$ cat src/rtl/seq_divider.sv
// Multi-cycle unsigned restoring divider: one quotient bit per clock behind a
// start/done handshake so the pipeline controller can stall while it runs.
module seq_divider #(
    parameter int WIDTH = 16
) (
    input  logic             clock,
    input  logic             reset,
    input  logic             start,
    input  logic [WIDTH-1:0] dividend,
    input  logic [WIDTH-1:0] divisor,
    output logic             busy,
    output logic             done,
    output logic [WIDTH-1:0] quotient,
    output logic [WIDTH-1:0] remainder,
    output logic             div_by_zero
);

    localparam int CNT_W = $clog2(WIDTH);
    localparam logic [CNT_W-1:0] LAST_ITER = CNT_W'(WIDTH - 1);

    typedef enum logic [1:0] {
        IDLE,
        RUN,
        DONE
    } state_t;

    state_t           r_state;
    logic [CNT_W-1:0] r_count;
    logic [WIDTH-1:0] r_divisor;
    logic [WIDTH-1:0] r_q;
    logic [WIDTH-1:0] r_rem;
    logic             r_busy;
    logic             r_done;
    logic             r_div_by_zero;

    logic [WIDTH:0]   w_shifted;
    logic [WIDTH:0]   w_trial;

    // Bit WIDTH of the trial difference is the borrow: set means restore.
    assign w_shifted = {r_rem, r_q[WIDTH-1]};
    assign w_trial   = w_shifted - {1'b0, r_divisor};

    always_ff @(posedge clock) begin
        if (!reset) begin
            r_state       <= IDLE;
            r_count       <= '0;
            r_divisor     <= '0;
            r_q           <= '0;
            r_rem         <= '0;
            r_busy        <= 1'b0;
            r_done        <= 1'b0;
            r_div_by_zero <= 1'b0;
        end else begin
            case (r_state)
                IDLE: begin
                    r_done <= 1'b0;
                    if (start) begin
                        if (divisor == '0) begin
                            r_q           <= '1;
                            r_rem         <= dividend;
                            r_div_by_zero <= 1'b1;
                            r_done        <= 1'b1;
                            r_state       <= DONE;
                        end else begin
                            r_divisor     <= divisor;
                            r_q           <= dividend;
                            r_rem         <= '0;
                            r_count       <= '0;
                            r_div_by_zero <= 1'b0;
                            r_busy        <= 1'b1;
                            r_state       <= RUN;
                        end
                    end
                end
                RUN: begin
                    if (!w_trial[WIDTH]) begin
                        r_rem <= w_trial[WIDTH-1:0];
                        r_q   <= {r_q[WIDTH-2:0], 1'b1};
                    end else begin
                        r_rem <= w_shifted[WIDTH-1:0];
                        r_q   <= {r_q[WIDTH-2:0], 1'b0};
                    end
                    r_count <= r_count + 1'b1;
                    if (r_count == LAST_ITER) begin
                        r_busy  <= 1'b0;
                        r_done  <= 1'b1;
                        r_state <= DONE;
                    end
                end
                DONE: begin
                    r_done  <= 1'b0;
                    r_state <= IDLE;
                end
                default: begin
                    r_busy  <= 1'b0;
                    r_done  <= 1'b0;
                    r_state <= IDLE;
                end
            endcase
        end
    end

    assign busy        = r_busy;
    assign done        = r_done;
    assign quotient    = r_q;
    assign remainder   = r_rem;
    assign div_by_zero = r_div_by_zero;

endmodule
$ cat config.mk
export PLATFORM = sky130hd
export DESIGN_NAME = seq_divider
export DESIGN_NICKNAME = d
export VERILOG_FILES = /design/src/rtl/seq_divider.sv
export SDC_FILE = /design/constraint.sdc
export NUM_CORES = 1
export LEC_CHECK = 0
export CORE_MARGIN = 1.5
export CORE_UTILIZATION = 45
export CTS_BUF_LIST = sky130_fd_sc_hd__clkbuf_4 sky130_fd_sc_hd__clkbuf_8 sky130_fd_sc_hd__clkbuf_16
export DETAILED_ROUTE_END_ITERATION = 10
export GPL_TIMING_DRIVEN = 0
export HOLD_SLACK_MARGIN = 0.05
export PLACE_DENSITY = 0.71
export SLEW_MARGIN = 25
export SYNTH_ARGS = -nofsm -noshare
export SYNTH_HDL_FRONTEND = slang
export SYNTH_SLANG_ARGS = --single-unit
$ cat constraint.sdc
create_clock -name clock -period 3.6 [get_ports clock]
set_clock_uncertainty 0.2 [all_clocks]
set_input_delay 0.72 -clock clock [delete_from_list [all_inputs] [get_ports clock]]
set_output_delay 0.72 -clock clock [all_outputs]
set_load 0.05 [all_outputs]
* Yosys cells after proc, flatten, opt, wreduce, memory -nomap -nowiden
Cells that the tools add are included.
Word-level totals: output and inout port bits 35, register bits after elaboration 57, logic and storage cells 50
Operators by class: reduce and logical (&&, ||, !) cells 9, equal/unequal tests 6, multiplexer cells 23, bitwise logic cells 2, add/subtract/negate cells 2
Operators with widths (count):
- $mux 16 | 5
- $pmux 16 s2 | 2
- $sub 17x16->17 | 1
- $logic_not 16->1 | 1
- $mux 4 | 2
- $pmux 4 s2 | 1
- $mux 1 | 7
- $mux 2 | 3
- $ne 2x2->1 const B | 3
- $reduce_and 2->1 | 3
- $reduce_and 3->1 | 2
- $add 4x1->4 const B | 1
- $eq 4x4->1 const B | 1
- $pmux 2 s2 | 1
- $reduce_and 4->1 | 1
- $pmux 1 s3 | 1
- $eq 2x1->1 const B | 1
- $eq 2x2->1 const B | 1
- $logic_not 2->1 | 1
- $not 1->1 | 2
- $pmux 1 s2 | 1
- $reduce_bool 2->1 | 1

* Depth between registers and ports, before layout
word-level depth 4, depth in mapped cells 11, depth with buffers taken out 10

* Worst setup path before layout
Ideal clock, no wire load.
path kind register to register, start register r_q[15] (netlist: quotient[15]), end register r_rem[7] (netlist: remainder[7]), path slack 0.593 ns, clock period less this slack 3.007 ns, cell stages (with the launch flop) 12, path buffers 1, arrival time 2.673 ns, setup time 0.134 ns, cells stage by stage dfxtp_1 > inv_1 > ha_1 > fa_1 > nor2b_1 > o31ai_2 > a32oi_2 > a21boi_4 > xnor2_1 > buf_4 > mux2i_1 > o22ai_1
On the way: word-level cells in the longest chain between the ends 3
Ends and longest elaborated chain:
- start: declaration | RTL line 30 | logic [WIDTH-1:0] r_q;
- start signal: assignment | RTL line 66 | r_q <= dividend;
- start signal: assignment | RTL line 78 | r_q <= {r_q[WIDTH-2:0], 1'b1};
- start signal: assignment | RTL line 81 | r_q <= {r_q[WIDTH-2:0], 1'b0};
- $sub 17x16->17 | RTL line 41 | assign w_trial = w_shifted - {1'b0, r_divisor};
- $mux 16 | RTL line 76 | if (!w_trial[WIDTH]) begin
- $pmux 16 s2 | RTL line 54 | case (r_state)
- end signal: assignment | RTL line 60 | r_rem <= dividend;
- end signal: assignment | RTL line 77 | r_rem <= w_trial[WIDTH-1:0];
- end signal: assignment | RTL line 80 | r_rem <= w_shifted[WIDTH-1:0];
- end: declaration | RTL line 31 | logic [WIDTH-1:0] r_rem;
No other way between the ends. A chain may end at the register's enable or synchronous reset.

* Final worst setup path
Same ends and word-level chain as after synthesis.

==> flow_summary.yaml <==
run_status:
  outcome: "finished clean"
sta:
  tightestPinTransition_ps: 791
  fin_tns_setup_ps: 0
  setup_viol: 0
  grt_setup_unrepaired: "false"
  timing.hold.ws_ps: 255
  period_minus_slack_ps: 3090
  finalMaxSlewViolations: 0
  fmax_mhz: 324
  hold_viol: 0
  slew_headroom_pct: 46.8
  post-route-period-util_pct: 85.8
route:
  viasPerCell: 5.83
  drtIter0Drc: 331
  drc_errors: 0
  wl_um: 10700
  ant_nets: 0
  vias: 3737
  avgRoutedWirePerCell_um: 16.8
  dr.pass1.iters: 5
synthesis:
  synth_common_cells: "75 x nand2_1, 64 x a21oi_1, 57 x dfxtp_1"
  synth_area_leaders: "dfxtp_1 33%, a21oi_1 9.2%, nand2_1 8.1%"
  synthXorXnorAreaFrac_pct: 3.02
  synthMuxAreaShare_pct: 1.15
  synth_cells: 458
  postSynthAreaPerCell_um2: 7.60
  synthAdderAreaFrac_pct: 6.69
  synth_seq_cells: 57
  synth_edf_count: 0
  synthArstFlopShare_pct: 0
  synth.distinct_cells: 56
  synthFlopType: "dfxtp_1"
  yosys_warnings: 0
  synthesis.area_um2: 3480
  synth_top_family_by_area: "compound AO/OA/AOI/OAI gates"
  seq_area_frac_synth_pct: 32.8
  synth_compound_area_share_pct: 27.9
  synth_most_common_cell: "nand2_1"
  yosysTopAreaCellShare_pct: 32.8
  yosysTopAreaCell: "dfxtp_1"
  synthSimpleGateAreaFrac_pct: 22.4
  synth_nets: 511
clock_network:
  cts-buffers-inserted: 9
  path_clk_slew_ps: 70
  root_buffer: "clkbuf_8"
  clk_latency_ps: 340
  cts.sinks: 57
  cts_resized: 0
  cts_htree_levels: 3
  cts_hold_buf: 0
  cts_tree: "done"
  post_cts_buffers: 0
  ctsLongestPathBuffers: 2
critical_path:
  r2r_slack_ps: 510
  startpoint_type: "register"
  crit_buf_inv: 2
  worst-setup-path-type: "register to register"
  end_kind: "register"
  max_stage_delay_ps: 420
  crit_required_ps: 3600
  cpMaxStageDelayCell: "fa_1"
  cp_top_family: "compound AO/OA/AOI/OAI gates"
  worst_ep_arrival_time_ps: 3080
  critical_path.cell_chain: "inv_1 > ha_1 > fa_1 > nor2b_1 > o31ai_2 > a32oi_2 > a21boi_4 > xnor2_1 > buf_4 > mux2i_1 > o22ai_1"
  cp_max_fo: 10
global_routing:
  grt_pass1_vias: 3386
  grt_max_degree: 11
  grt_use_total_pct: 26.5
  grt_pass1_wl_um: 17300
  antenna_found_initial: 0
  grt_remaining_overflow: 0
finish:
  drive_gt1_share_pct: 6.09
  fill_cells: 693
  area_growth_pct: 29.0
  stdcell_area_um2: 4490
  num_antenna_cells: 0
  nNetsFinal: 591
  finalCoreUtilization_pct: 60.9
pwr:
  powerDensity_nw_per_um2: 613
  ir_drop_mv: 0.270
  p_leak_nw: 1.65
  power_w: 0.00275
floorplanning:
  placementRows: 31
  die_w_um: 90.9
  dieArea_um2: 8270
  pin_count: 70
  die_h_um: 90.9
  core_area_um2: 7370
  start_util_pct: 47.2
place:
  io_buffers: 69
  gp_congestion: 0.919
  hpwl_um: 8190
  placed_area_um2: 4290
flow_run:
  drv_cap: 0
min_path:
  min_path_type: "register to register"
worst paths after layout:
| check | startpoint | end | depth (start not counted) |
|---|---|---|---|
| setup reg to reg | quotient[15]$_SDFFE_PN0P_ | remainder[7]$_SDFFE_PN0P_ | 11 |
| setup / recovery | quotient[15]$_SDFFE_PN0P_ | remainder[7]$_SDFFE_PN0P_ | 11 |
| hold / removal | r_divisor[13]$_SDFFE_PN0P_ | r_divisor[13]$_SDFFE_PN0P_ | 2 |
| hold reg to reg | r_divisor[13]$_SDFFE_PN0P_ | r_divisor[13]$_SDFFE_PN0P_ | 2 |
where the power goes:
part	total (W)	internal (W)	leakage, nW	switching (W)
Clock	0.000591	0.000333	0.0981	0.000258
Sequential	0.000767	0.000700	0.468	0.0000669
Combinational	0.00139	0.000530	1.09	0.000863
Total	0.00275	0.00156	1.65	0.00119
state kept, by name, indices dropped and copies added, names as in the netlist:
name and count:
r_count 4, busy 1, div_by_zero 1, remainder 16
r_divisor 16, quotient 16, done 1, r_state 2
logic make-up after synthesis:
logic type,after synthesis
AO/OA/AOI/OAI,147
XOR/XNOR,12
adder cells (fa/ha/maj),18
multiplexers,4
AND/OR/NAND/NOR,169
flip-flops,57
buffers and inverters,51
per-layer routing:
layer / GRT usage (%) / vias up / part of all wire (%)
met2: 41.4 / 162 / 46
met1: 35.7 / 1724 / 45
met3: 5.78 / 24 / 6.9
met4: 10.0 / 0 / 2.5
met5: 0 / - / 0
li1: - / 1827 / -
layout by cell type (no fill, tap or decap), drive strengths merged, types with 3 or more instances in the layout:
cell and n:
o221ai 15, o21a 3, mux2i 4, nor2 26, clkdlybuf4s50 69, ha 17
inv 23, a21boi 3, nand3 24, nor3 7, and3 8, a31oi 13
nand2b 4, a21o 4, o21ai 24, buf 10, dfxtp 57, clkbuf 28
xnor2 8, a21oi 67, xor2 4, nand2 75, nand4 4, nor4 8
clkinv 3
worst reg2reg max path, delay by kind of cell, from the launching register on:
family | cells | cell delay [ps]
compound gates | 4 | 650
xor+xnor | 1 | 310
fa+ha+maj | 2 | 660
buf+inv | 2 | 330
flops | 1 | 380
mux | 1 | 220
simple gates | 1 | 200
layout make-up:
class | count | area, um2 | share of cell area [%]
Clock buffer | 10 | 138 | 3.07
Sequential cell | 57 | 1140 | 25.4
Tap cell | 99 | 124 | 2.76
Timing Repair Buffer | 69 | 691 | 15.4
Inverter | 23 | 86.3 | 1.92
Clock inverter | 5 | 56.3 | 1.25
Multi-Input combinational cell | 350 | 2130 | 47.4
Buffer | 28 | 124 | 2.76
metrics by stage:
stage	instances	setup WS [ps]
6_report	641	512
5_1_grt	641	398
4_1_cts	641	561
3_5_place_dp	626	305
3_3_place_gp	626	324
2_1_floorplan	458	593
Note: power is estimated with default switching activity, not from simulation.
